$ cat config.mk
export PLATFORM = sky130hd
export DESIGN_NAME = branch_predictor
export DESIGN_NICKNAME = d
export VERILOG_FILES = /design/src/rtl/branch_predictor.sv
export SDC_FILE = /design/constraint.sdc
export NUM_CORES = 1
export LEC_CHECK = 0
export BUFFER_PORTS_ARGS = -buffer_cell sky130_fd_sc_hd__buf_2
export CELL_PAD_IN_SITES_DETAIL_PLACEMENT = 0
export CELL_PAD_IN_SITES_GLOBAL_PLACEMENT = 2
export CORE_ASPECT_RATIO = 0.75
export CORE_MARGIN = 5
export CORE_UTILIZATION = 48
export DETAILED_ROUTE_END_ITERATION = 12
export PLACE_DENSITY_LB_ADDON = 0.1
export SYNTH_ARGS = -nofsm -noshare
export SYNTH_HDL_FRONTEND = slang
export SYNTH_SLANG_ARGS = --single-unit
export TNS_END_PERCENT = 1
$ cat constraint.sdc
create_clock -name clk -period 4.3 [get_ports clk]
set_input_delay 0 -clock clk [delete_from_list [all_inputs] [get_ports clk]]
set_output_delay 0 -clock clk [all_outputs]
set_load 0.02 [all_outputs]
$ cat src/rtl/branch_predictor.sv
// Branch target buffer with 2-bit saturating direction counters.
// IF stage looks up combinationally; EX stage resolves, redirects and trains the table.
module branch_predictor #(
   parameter int unsigned ENTRIES = 16,
   parameter int unsigned TAG_W   = 8,
   parameter int unsigned CNT_W   = 16
) (
   input  logic             clk,
   input  logic             reset,
   input  logic             clear,
   input  logic [31:0]      if_pc,
   output logic             pred_taken,
   output logic [31:0]      pred_target,
   input  logic             ex_valid,
   input  logic             ex_is_jump,
   input  logic [31:0]      ex_pc,
   input  logic             ex_taken,
   input  logic [31:0]      ex_target,
   input  logic             ex_pred_taken,
   input  logic [31:0]      ex_pred_target,
   output logic             mispredict,
   output logic [31:0]      redirect_pc,
   output logic [CNT_W-1:0] stat_branches,
   output logic [CNT_W-1:0] stat_mispred
);

   localparam int unsigned IDX_W = $clog2(ENTRIES);

   logic [ENTRIES-1:0] valid_q, valid_d;
   logic [TAG_W-1:0]   tag_q    [ENTRIES];
   logic [TAG_W-1:0]   tag_d    [ENTRIES];
   logic [31:0]        target_q [ENTRIES];
   logic [31:0]        target_d [ENTRIES];
   logic [ENTRIES-1:0] jmp_q, jmp_d;
   logic [1:0]         ctr_q    [ENTRIES];
   logic [1:0]         ctr_d    [ENTRIES];
   logic [CNT_W-1:0]   br_q, br_d, mp_q, mp_d;

   logic [IDX_W-1:0] if_idx, ex_idx;
   logic [TAG_W-1:0] if_tag, ex_tag;
   logic             if_hit, ex_hit;
   logic [1:0]       ex_ctr;

   // Only the index and tag fields of the fetch PC matter for lookup.
   logic [31:0] unused_if_pc;
   assign unused_if_pc = if_pc;

   assign if_idx = if_pc[IDX_W+1:2];
   assign if_tag = if_pc[IDX_W+TAG_W+1:IDX_W+2];
   assign ex_idx = ex_pc[IDX_W+1:2];
   assign ex_tag = ex_pc[IDX_W+TAG_W+1:IDX_W+2];

   assign if_hit = valid_q[if_idx] && (tag_q[if_idx] == if_tag);
   assign ex_hit = valid_q[ex_idx] && (tag_q[ex_idx] == ex_tag);
   assign ex_ctr = ctr_q[ex_idx];

   always_comb begin
      pred_taken  = if_hit && (jmp_q[if_idx] || ctr_q[if_idx][1]);
      pred_target = pred_taken ? target_q[if_idx] : 32'd0;
      mispredict  = ex_valid && ((ex_taken != ex_pred_taken) ||
                                 (ex_taken && (ex_pred_target != ex_target)));
      redirect_pc = (ex_valid && ex_taken) ? ex_target : ex_pc + 32'd4;
   end

   always_comb begin
      valid_d  = valid_q;
      tag_d    = tag_q;
      target_d = target_q;
      jmp_d    = jmp_q;
      ctr_d    = ctr_q;
      if (clear) begin
         valid_d = '0;
      end else if (ex_valid) begin
         if (ex_taken) begin
            target_d[ex_idx] = ex_target;
            jmp_d[ex_idx]    = ex_is_jump;
            if (ex_hit) begin
               ctr_d[ex_idx] = (ex_is_jump || ex_ctr == 2'b11) ? 2'b11 : ex_ctr + 2'd1;
            end else begin
               valid_d[ex_idx] = 1'b1;
               tag_d[ex_idx]   = ex_tag;
               ctr_d[ex_idx]   = ex_is_jump ? 2'b11 : 2'b10;
            end
         end else if (ex_hit) begin
            ctr_d[ex_idx] = (ex_ctr == 2'b00) ? 2'b00 : ex_ctr - 2'd1;
         end
      end
   end

   // Statistics keep counting through clear and stick at all-ones.
   always_comb begin
      br_d = br_q;
      mp_d = mp_q;
      if (ex_valid && (br_q != '1)) br_d = br_q + CNT_W'(1);
      if (mispredict && (mp_q != '1)) mp_d = mp_q + CNT_W'(1);
   end

   always_ff @(posedge clk or negedge reset) begin
      if (!reset) begin
         valid_q <= '0;
         jmp_q   <= '0;
         br_q    <= '0;
         mp_q    <= '0;
         for (int i = 0; i < int'(ENTRIES); i++) begin
            tag_q[i]    <= '0;
            target_q[i] <= '0;
            ctr_q[i]    <= 2'b01;
         end
      end else begin
         valid_q  <= valid_d;
         tag_q    <= tag_d;
         target_q <= target_d;
         jmp_q    <= jmp_d;
         ctr_q    <= ctr_d;
         br_q     <= br_d;
         mp_q     <= mp_d;
      end
   end

   assign stat_branches = br_q;
   assign stat_mispred  = mp_q;

endmodule

== Word level (Yosys, flattened, before mapping) ==
Index checks and enable logic that the tools add are counted.

* Flip-flop bits (word level): 736
* Bits of input ports: 135
* Output and inout port bits: 98
* Logic and storage cells: 144

* Add/subtract/negate cells: 5
* Order comparisons: 6
* Equality and inequality tests: 8
* Muxes and demuxes: 47
* Bitwise operators: 5
* Reduce and logical (&&, ||, !) cells: 21

{| class="wikitable"
|+ Operators by type and width
! cell !! count
|-
| 512-bit bitwise mux || 1
|-
| 32-bit 2-to-1 mux || 8
|-
| 32-bit binary-select mux with 4-bit select || 1
|-
| 128-bit bitwise mux || 1
|-
| 32-bit demux with 4-bit select || 1
|-
| 32-bit bitwise mux || 3
|-
| 8-bit binary-select mux with 4-bit select || 2
|-
| 16-bit 2-to-1 mux || 4
|-
| 8-bit 2-to-1 mux || 5
|-
| 16-bit by 1-bit adder with 16-bit output (second input constant) || 2
|-
| 32-bit by 3-bit adder with 32-bit output (second input constant) || 1
|-
| 8-bit demux with 4-bit select || 1
|-
| 16-bit inequality test (second input constant) || 2
|-
| 32-bit inequality test || 1
|-
| 2-bit binary-select mux with 4-bit select || 2
|-
| 16-bit bitwise mux || 1
|-
| 8-bit equality test || 2
|-
| 16-bit bitwise OR || 1
|-
| 2-bit 2-to-1 mux || 7
|-
| 1-bit binary-select mux with 4-bit select || 3
|-
| 5-bit >= comparator (second input constant) || 2
|-
| 1-bit logical AND || 10
|-
| 4-bit by 5-bit less-than comparator with 1-bit output (second input constant) || 2
|-
| 4-bit inverter with 5-bit output || 2
|-
| 16 further kinds || 27
|}

== Longest topological paths before layout ==
Gate-level depths: netlist of run 1.

* Depth in word-level cells: 10
* Gate-level depth with buffers: 15
* Depth with buffers taken out: 10

== Worst setup path after synthesis of run 1 ==
No wires, ideal clock.

* Path kind: input -> register
* From: in ex_pc[2]
* To: reg ctr_q[0] in the netlist's numbering
* Setup time: 82 ps
* Arrival: 2989 ps
* Data required time: 4218 ps
* Slack: 1229 ps
* Cell stages on the path: 11
* Buffers on the path: 4
* Cells stage by stage: buf_6 > buf_2 > buf_4 > buf_4 > mux4_2 > mux4_2 > ha_1 > or2_2 > a31oi_1 > nor2_1 > mux2_2

* Word-level cells in the longest chain between the ends: 10
* Elaborated cells between the ends (all ways): 31
* Classes of those cells: 2 x add/sub; 2 x order compare; 2 x eq/ne; 18 x mux; 1 x bitwise; 6 x reduce/logical

{| class="wikitable"
|+ Ends and longest elaborated chain
! element !! line !! RTL
|-
| from (decl) || 16 || <nowiki>input logic [31:0] ex_pc,</nowiki>
|-
| branches (longest 10 deep; another with 2-bit by 1-bit subtractor with 2-bit output) || n/a ||
|-
| to (signal assigned) || 114 || <nowiki>ctr_q <= ctr_d;</nowiki>
|-
| to (decl) || 35 || <nowiki>logic [1:0] ctr_q [ENTRIES];</nowiki>
|}

Parallel ways; which one is timed is not known. The select of a mux whose other input is x is not followed.
A chain may end at the register's enable or synchronous reset.

== Final worst setup path of run 1 ==
* From: reg tag_q[33] in the netlist's numbering
* To: out pred_target[27]

* Word-level cells in the longest chain between the ends: 7

{| class="wikitable"
|+ Ends and longest elaborated chain
! element !! line !! RTL
|-
| from (decl) || 30 || <nowiki>logic [TAG_W-1:0] tag_q [ENTRIES];</nowiki>
|-
| from (signal assigned) || 111 || <nowiki>tag_q <= tag_d;</nowiki>
|-
| 8-bit binary-select mux with 4-bit select || 53 || <nowiki>assign if_hit = valid_q[if_idx] && (tag_q[if_idx] == if_tag);</nowiki>
|-
| 8-bit 2-to-1 mux (implied by the code) (2 in a row) || 53 ||
|-
| 8-bit equality test || 53 ||
|-
| 1-bit logical AND || 53 ||
|-
| 1-bit logical AND || 58 || <nowiki>pred_taken = if_hit && (jmp_q[if_idx] || ctr_q[if_idx][1]);</nowiki>
|-
| 32-bit 2-to-1 mux || 59 || <nowiki>pred_target = pred_taken ? target_q[if_idx] : 32'd0;</nowiki>
|-
| to (decl) || 13 || <nowiki>output logic [31:0] pred_target,</nowiki>
|}

Every way passes these cells. The select of a mux whose other input is x is not followed.

==> impl_metrics.ini, run 1 <==
[status]
status = complete, no violations

[critical_path]
worstPathCellList = mux4_2 -> mux4_2 -> xnor2_1 -> nand4_1 -> a311oi_4 -> buf_12 -> and3_1 -> buf_2
reg2regPathDepth = 10
start_kind = register
endpoint = pred_target[27]
slowest_stage = mux4_2
startpoint = tag_q[33]$_DFFE_PN0P_
crit_type = register to output port
crit_fanout = 33
cpMostUsedCell = mux4_2
cp.required_ns = 4.30
rrSetupSlack_ns = 0.62
critPathMaxStageDelay_ns = 0.48
rr_startpoint = tag_q[53]$_DFFE_PN0P_
crit_path_end_kind = output port
cp.arrival_ns = 3.86
reg2reg_to = tag_q[2]$_DFFE_PN0P_

[global_route]
antenna_found_initial = 1
grt_overflow = 0
grtUsageTotal_pct = 25.8
grt_start_max_net_pins = 121
grt_first_pass_wirelength_um = 156000
grt_pass1_vias = 23709

[timing]
finClkSkew_ns = 0.0282
fin_crit_ns = 3.86
max_slew.worst_pin.slew_ns = 1.34
period_share_pct = 89.8
fin_setup_tns_ns = 0
hold_violations = 0
max_slew_margin_pct = 9.89
setup_viol_count_final = 0
grt_setup_unrepaired = no
whs_ns = 0.0665
fmax_mhz = 259
finalMaxSlewViolations = 0

[yosys]
synth_edf_count = 0
ys_top_cells_by_count = 720 x dfrtp_1, 656 x mux2_2, 233 x mux4_2
synthesis.area_sq_mm = 0.0361
yosysTopAreaCell = dfrtp_1
ys_seq_elements = 736
seq_area_frac_synth_pct = 51.0
synth.most_common_cell = dfrtp_1
netlist_top_cells_area = dfrtp_1 50%, mux2_2 20%, mux4_2 15%, clkbuf_1 1.8%, xor2_1 1.7%
avgSynthCellArea_sq_um = 14.8
synth_top_area_share_pct = 49.8
ys.flop_type = dfrtp_1
ys_warn_count = 0
synth_cell_type_count = 57
async_reset_ff_share_pct = 100
synthesis.nets = 2587
syn-instance-count = 2444

[die]
rows = 87
io_pins = 233
start_util_pct = 48.3
die_w_um = 327
core_area_sq_mm = 0.0749
die_area_sq_mm = 0.0809
die_y_um = 248

[clock_tree]
cts-root-buf = clkbuf_16
cts_tree = built
clock-sinks = 736
clkSlewWorstSetupHoldPaths_ns = 0.06
cts_buffers = 76
insertion_delay_ns = 0.63
cts_buffer_depth = 3
htree_levels = 3

[route]
vias = 22281
routedWlPerCell_um = 28.3
routed_wl_um = 104000
drt_pass1_iterations = 5
avgViaCountPerCell = 6.09
ant_nets = 0
drtIter0Drc = 1492
drc = 0

[final_layout]
drive_gt1_share_pct = 50.2
utilization_pct = 55.0
multi_input_area_sq_mm = 0.0168
syn2layout_area_growth_pct = 13.9
nets = 2766
nFillCells = 6102
seqCellArea_sq_mm = 0.0184

[job]
max-cap-violations = 0

[place]
port_buffers = 212
dp_hpwl_um = 63500
routabilityCongestion = 0.831

[power_and_ir_drop]
leakage_nw = 19.3
p_per_area_mw_per_mm2 = 432
ir_drop_uv = 260

[hold_path]
hold_class = input port to async pin
-- layer usage --
metal  routed length [um]  track usage (%)
met1                46900             36.9
met2                47700             40.3
met3                 6560             6.16
met4                 2470             6.49
met5                    0                0
-- where the power goes --
part	internal, mW	switching [mW]
combinational	1.52	1.23
sequential	7.87	0.564
clock	3.80	2.78
-- critical path: cells and delay by family, from the launching register on --
| kind | cells | cell delay, ns |
|---|---|---|
| multiplexers | 2 | 0.96 |
| AND/OR/NAND/NOR | 2 | 0.72 |
| buffers and inverters | 2 | 0.47 |
| flip-flops | 1 | 0.39 |
| AO/OA/AOI/OAI | 1 | 0.39 |
| XOR/XNOR | 1 | 0.30 |
-- state kept, by name, summed over array words and instances, names as in the netlist --
signal,cells
valid_q,16
jmp_q,16
stat_mispred,16
stat_branches,16
target_q,512
tag_q,128
ctr_q,32
-- cells by family (layout without fill, tap and decap cells) --
logic type / Yosys count / after routing / share of synthesized area, %
muxes: 937 / 937 / 36.7
DFF: 736 / 736 / 51.0
and+or+nand+nor: 296 / 296 / 4.39
buffers and inverters: 235 / 469 / 2.69
AOI/OAI and AO/OA: 126 / 126 / 2.42
xor gates and xnor gates: 106 / 106 / 2.57
adders and majority gates: 8 / 8 / 0.277
other: 0 / 1 / 0
-- through the flow --
| step | cell area, sq um | power [mW] | worst slack (ns) | instances |
|---|---|---|---|---|
| after floorplan | 36100 | 10.3 | 1.23 | 2444 |
| after global placement | 38300 | 11.1 | 0.580 | 3479 |
| after detailed placement | 38300 | 11.3 | 0.532 | 3479 |
| after CTS | 41200 | 18.0 | 0.423 | 3657 |
| after global routing | 41200 | 18.5 | 0.357 | 3657 |
| final | 41200 | 17.8 | 0.439 | 3658 |
-- placed cells by master (no fill, tap or decap), types with 41 or more instances in the layout --
| cell | instances |
|---|---|
| dfrtp_1 | 720 |
| mux2_2 | 656 |
| mux4_2 | 233 |
| buf_2 | 208 |
| nand2_1 | 84 |
| clkbuf_16 | 79 |
| xor2_1 | 70 |
| nor2_1 | 50 |
| buf_4 | 47 |
| dlygate4sd3_1 | 45 |
| o21ai_0 | 44 |
| and3_1 | 41 |
-- final cells by class --
| type | count | share of cell area [%] |
|---|---|---|
| Antenna cell | 1 | 0.00608 |
| Clock buffer | 111 | 5.46 |
| Clock inverter | 22 | 0.477 |
| Inverter | 18 | 0.164 |
| Multi-Input combinational cell | 1473 | 40.8 |
| Sequential cell | 736 | 44.8 |
| Tap cell | 979 | 2.98 |
| Timing Repair Buffer | 318 | 5.31 |
-- timing repair --
item                      in CTS  in global routing
hold buffers                  45                  0
resized for setup              0                  0
setup buffers                  0                  0
hold endpoints to repair     760                  0
-- worst min-delay path by stage --
stage / startpoint / depth (start not counted) / slack [ns] / endpoint
final: reset / 2 / 0.07 / ctr_q[21]$_DFFE_PN0P_
after detailed placement: reset / 1 / 0.14 / ctr_q[21]$_DFFE_PN0P_
after floorplan: reset / 0 / -0.30 / ctr_q[11]$_DFFE_PN0P_
after global routing: reset / 2 / 0.13 / ctr_q[21]$_DFFE_PN0P_
after global placement: reset / 1 / 0.12 / ctr_q[21]$_DFFE_PN0P_
after CTS: reset / 2 / 0.07 / target_q[222]$_DFFE_PN0P_
Power figures use the tool's default switching activity.
==> run 2, diff against run 1 <==
--- a/config.mk
+++ b/config.mk
@@ -9,9 +9,9 @@
 export CELL_PAD_IN_SITES_DETAIL_PLACEMENT = 0
 export CELL_PAD_IN_SITES_GLOBAL_PLACEMENT = 2
 export CORE_ASPECT_RATIO = 0.75
-export CORE_MARGIN = 5
 export CORE_UTILIZATION = 48
 export DETAILED_ROUTE_END_ITERATION = 12
+export MAX_ROUTING_LAYER = met4
 export PLACE_DENSITY_LB_ADDON = 0.1
 export SYNTH_ARGS = -nofsm -noshare
 export SYNTH_HDL_FRONTEND = slang
==> run 2 against run 1 <==
  * Die area fell by 5.6%
  * Worst setup slack got worse by 0.10 ns
  * Clock skew is 0.019 ns lower
  * Via count is 0.48% lower
  * Power grew 1.0%
  * Sequential cell count did not move
  * Combinational power is essentially flat
  * Critical endpoint is now pred_target[4]
  * Largest cell class unchanged
  * Highest routed layer unchanged
==> impl_metrics.ini, run 2 (synthesis gave the netlist of run 1 again) <==
[die]
start_util_pct = 48.8
core_area_sq_mm = 0.0740
die_y_um = 240
io_pins = 233
rows = 86
die_w_um = 319
die_area_sq_mm = 0.0764

[clock_tree]
clkSlewWorstSetupHoldPaths_ns = 0.06
htree_levels = 3
cts_tree = built
post_cts_buffers = 0
insertion_delay_ns = 0.62
cts-root-buf = clkbuf_16
cts_buffer_depth = 3
cts_buffers = 76
clock-sinks = 736

[route]
drt_pass1_iterations = 5
wl_met1_um = 45700
met3_length_um = 5890
wl_met2_um = 47200
drtIter0Drc = 1613
avgViaCountPerCell = 6.08
vias = 22174
drc = 0
routed_wl_um = 101000
routed.top_layer = met4
ant_nets = 0
routedWlPerCell_um = 27.7

[timing]
fin_crit_ns = 3.97
fin_setup_tns_ns = 0
hold_violations = 0
finalMaxSlewViolations = 0
period_share_pct = 92.2
whs_ns = 0.0405
setup_viol_count_final = 0
max_slew.worst_pin.slew_ns = 1.04
finalWorstSetupSlack_ns = 0.335
fmax_mhz = 252
max_slew_margin_pct = 30.6
grt_setup_unrepaired = no
finClkSkew_ns = 0.00931

[critical_path]
worstPathCellList = mux4_2 -> mux4_2 -> xnor2_1 -> nand4_1 -> a311oi_4 -> buf_12 -> and3_1 -> buf_2
cp.arrival_ns = 3.97
cpMostUsedCell = mux4_2
cp.required_ns = 4.30
timing.critical_path.buf_inv = 2
cp_top_family = multiplexers
crit_type = register to output port
crit_path_end_kind = output port
crit_fanout = 33
slowest_stage = mux4_2
start_kind = register
critPathMaxStageDelay_ns = 0.49

[status]
status = complete, no violations

[final_layout]
mostFrequentLayoutCells = 720 x dfrtp_1, 656 x mux2_2, 233 x mux4_2, 207 x buf_2, 84 x nand2_1
top_register = target_q
drive_gt1_share_pct = 50.4
utilization_pct = 55.8
top_regs = target_q: 512 flops, tag_q: 128 flops, ctr_q: 32 flops
final_common_cell = dfrtp_1
syn2layout_area_growth_pct = 14.2
nets = 2767
largest_reg_flops = 512
instances_no_fill = 3649
finalInstanceArea_sq_mm = 0.0413
nFillCells = 5917

[place]
routabilityCongestion = 0.844
placed_area_sq_mm = 0.0383
placed_cells = 3470
dp_hpwl_um = 61800
dpl_worst_slack_ns = 0.696
port_buffers = 212

[power_and_ir_drop]
ir_drop_uv = 327
power.total_mw = 18.0
p_per_area_mw_per_mm2 = 435
leakage_nw = 19.3

[global_route]
grt_start_max_net_pins = 110
antenna_found_initial = 3
grt_overflow = 0
grt_first_pass_wirelength_um = 153000
grtUsageTotal_pct = 27.9
grt_pass1_vias = 23320

[hold_path]
hold_class = input port to register

[job]
max-cap-violations = 0
[run 2: cell count changes in the layout (fill, tap and decap cells not counted), sizes merged]
| cell | change |
|---|---|
| bufinv | +4 |
| buf | +2 |
| diode | +2 |
| clkbuf | -3 |
| inv | +1 |
| clkinv | -6 |
| dlygate4sd3 | -1 |
| clkinvlp | +3 |
[run 2: area by class of cell]
cell class / count / area, sq um / share of cell area, %
diodes: 3 / 7.51 / 0.0182
multi-input cells: 1473 / 16800 / 40.7
flip-flops and latches: 736 / 18400 / 44.7
clock inverters: 24 / 310 / 0.752
well taps: 968 / 1210 / 2.93
inverters: 18 / 67.6 / 0.164
clock buffers: 108 / 2220 / 5.39
repair buffers: 319 / 2220 / 5.37
[run 2: final timing paths]
check	start	end	slack, ns	cells past startpoint
max	tag_q[33]$_DFFE_PN0P_	pred_target[4]	0.33	8
min	ex_pred_taken	stat_mispred[0]$_DFFE_PN0P_	0.04	4
max reg2reg	tag_q[53]$_DFFE_PN0P_	tag_q[47]$_DFFE_PN0P_	0.78	8
min reg2reg	stat_branches[9]$_DFFE_PN0P_	stat_branches[9]$_DFFE_PN0P_	0.48	1
max in group asynchronous	reset	target_q[487]$_DFFE_PN0P_	3.04	3
min in group asynchronous	reset	tag_q[125]$_DFFE_PN0P_	0.08	2
[run 2: worst min-delay path, stage by stage]
cell     delay [ns]
buf_2          0.12
o21ai_0        0.20
nor3_1         0.15
xor2_1         0.15
[run 2: power by group]
part	switching [mW]	internal (mW)
clock	2.77	4.01
combinational	1.21	1.52
sequential	0.561	7.87
[run 2: per-layer routing]
layer | track usage [%] | vias up
met5 | - | -
met4 | 7.39 | 0
met3 | 5.36 | 145
met2 | 42.3 | 587
met1 | 38.7 | 11982
li1 | - | 9460
[run 2: timing repair]
action | 4_1_cts | 5_1_grt
resized for setup | 0 | 0
endpoints found under the hold margin | 773 | 0
hold buffers | 44 | 0
==> run 3, diff against run 2 <==
==> constraint.sdc (replaced) <==
create_clock -name clk -period 4.91 [get_ports clk]
set_input_delay 0 -clock clk [delete_from_list [all_inputs] [get_ports clk]]
set_output_delay 0 -clock clk [all_outputs]
set_load 0.02 [all_outputs]
==> run 3 against run 2 <==
  * Sequential cell count did not move
  * Worst setup slack improved by 0.60 ns
  * Register-to-register slack better by 0.15 ns
  * Critical endpoint is now tag_q[14]$_DFFE_PN0P_
  * Largest cell class unchanged
  * Clock power down 13%
  * Cell count is 0.22% lower
  * Sequential share of layout area rose by 0.23 points
==> impl_metrics.ini, run 3 (synthesis gave the netlist of run 1 again) <==
[route]
drtIter0Drc = 1617
drc = 0
vias = 22284
routed_wl_um = 102000
ant_nets = 0
drt_pass1_iterations = 7
routedWlPerCell_um = 28.0
avgViaCountPerCell = 6.12

[power_and_ir_drop]
power.total_mw = 15.7
leakage_nw = 19.2
p_per_area_mw_per_mm2 = 382
ir_drop_uv = 268

[critical_path]
cp.arrival_ns = 4.48
start_kind = register
cp.required_ns = 5.42
crit_type = register to register
slowest_stage = and3_4
crit_path_end_kind = register
critPathMaxStageDelay_ns = 0.85
worstPathCellList = mux4_1 -> mux2i_1 -> xnor2_1 -> o22a_1 -> a2111oi_4 -> and3_4 -> nor2_2 -> mux2_2
timing.critical_path.buf_inv = 0
crit_fanout = 27
rrSetupSlack_ns = 0.93
cp_top_family = simple AND/OR/NAND/NOR gates

[global_route]
grt_first_pass_wirelength_um = 152000
grt_overflow = 0
grt_pass1_vias = 23218
antenna_found_initial = 5
grt_start_max_net_pins = 180
grtUsageTotal_pct = 27.9

[timing]
max_slew_margin_pct = 19.4
finalMaxSlewViolations = 0
period_share_pct = 81.0
setup_viol_count_final = 0
grt_setup_unrepaired = no
fin_crit_ns = 3.98
hold_violations = 0
finClkSkew_ns = 0.0185
finalWorstSetupSlack_ns = 0.933
fin_setup_tns_ns = 0
max_slew.worst_pin.slew_ns = 1.21
fmax_mhz = 251

[final_layout]
instances_no_fill = 3641
nets = 2757
final_common_cell = dfrtp_1
top_register = target_q
syn2layout_area_growth_pct = 13.6
largest_reg_flops = 512
top_regs = target_q: 512 flops, tag_q: 128 flops, ctr_q: 32 flops
mostFrequentLayoutCells = 720 x dfrtp_1, 656 x mux2_2, 233 x mux4_2, 207 x buf_2, 84 x nand2_1
drive_gt1_share_pct = 50.1
finalInstanceArea_sq_mm = 0.0411

[die]
die_y_um = 240
start_util_pct = 48.8
io_pins = 233
rows = 86
die_area_sq_mm = 0.0764
core_area_sq_mm = 0.0740
die_w_um = 319

[status]
status = complete, no violations

[clock_tree]
cts_buffer_depth = 3
clock-sinks = 736
cts-root-buf = clkbuf_16
htree_levels = 3
clkSlewWorstSetupHoldPaths_ns = 0.06
cts_tree = built
post_cts_buffers = 0
cts_buffers = 77
insertion_delay_ns = 0.63

[place]
port_buffers = 212
placed_area_sq_mm = 0.0381
dp_hpwl_um = 61800
placed_cells = 3457
routabilityCongestion = 0.849
dpl_worst_slack_ns = 0.713

[job]
max-cap-violations = 0

[hold_path]
hold_class = input port to register
run 3: cell types whose count changed in the layout (fill, tap and decap cells not counted), sizes merged:
cell,previous run,this run
buf,275,263
bufinv,7,4
clkbuf,108,111
clkinv,13,16
diode,3,2
dlygate4sd3,44,45
inv,19,20
run 3: through the flow:
step | util, % | hold WS (ns)
global route | 55.5 | 0.0800
finish | 55.5 | 0.0350
detailed placement | 51.4 | -0.00122
CTS | 55.5 | 0.00805
floorplan | - | -0.296
global placement | 51.4 | -0.00810
run 3: timing repair:
item | in CTS | in global routing
hold endpoints to repair | 1217 | 0
gates resized for setup | 0 | 0
hold buffers | 46 | 0
run 3: final timing paths:
path | startpoint | to | cells after the start
min in group asynchronous | reset | tag_q[125]$_DFFE_PN0P_ | 3
hold / removal | ex_pred_taken | stat_mispred[0]$_DFFE_PN0P_ | 4
setup reg to reg | tag_q[53]$_DFFE_PN0P_ | tag_q[14]$_DFFE_PN0P_ | 8
hold reg to reg | stat_branches[9]$_DFFE_PN0P_ | stat_branches[9]$_DFFE_PN0P_ | 1
max in group asynchronous | reset | target_q[221]$_DFFE_PN0P_ | 3
setup / recovery | tag_q[53]$_DFFE_PN0P_ | tag_q[14]$_DFFE_PN0P_ | 8
run 3: power by group:
group / internal [mW] / total (mW) / switching (mW)
logic: 1.33 / 2.41 / 1.08
registers: 6.90 / 7.39 / 0.494
clock network: 3.40 / 5.87 / 2.47
run 3: metal layers:
| metal | up-vias | share of wire [%] | global-route usage [%] |
|---|---|---|---|
| li1 | 9411 | - | - |
| met1 | 12054 | 46 | 39.0 |
| met2 | 644 | 45 | 41.3 |
| met3 | 175 | 5.7 | 5.28 |
| met4 | 0 | 3.3 | 9.37 |
| met5 | - | 0 | - |
run 3: layout make-up:
type,instances,area (sq um)
sequential,736,18400
antenna,2,5.00
timing repair buffer,308,2030
fill,6015,33000
multi-input combinational,1473,16800
inverter,18,67.6
clock buffer,111,2250
tap,968,1210
clock inverter,25,255
run 3: worst register-to-register path, stage by stage (launching register included):
cell	delay, ns
dfrtp_1	0.39
mux4_1	0.51
mux2i_1	0.18
xnor2_1	0.17
o22a_1	0.30
a2111oi_4	0.60
and3_4	0.85
nor2_2	0.46
mux2_2	0.41
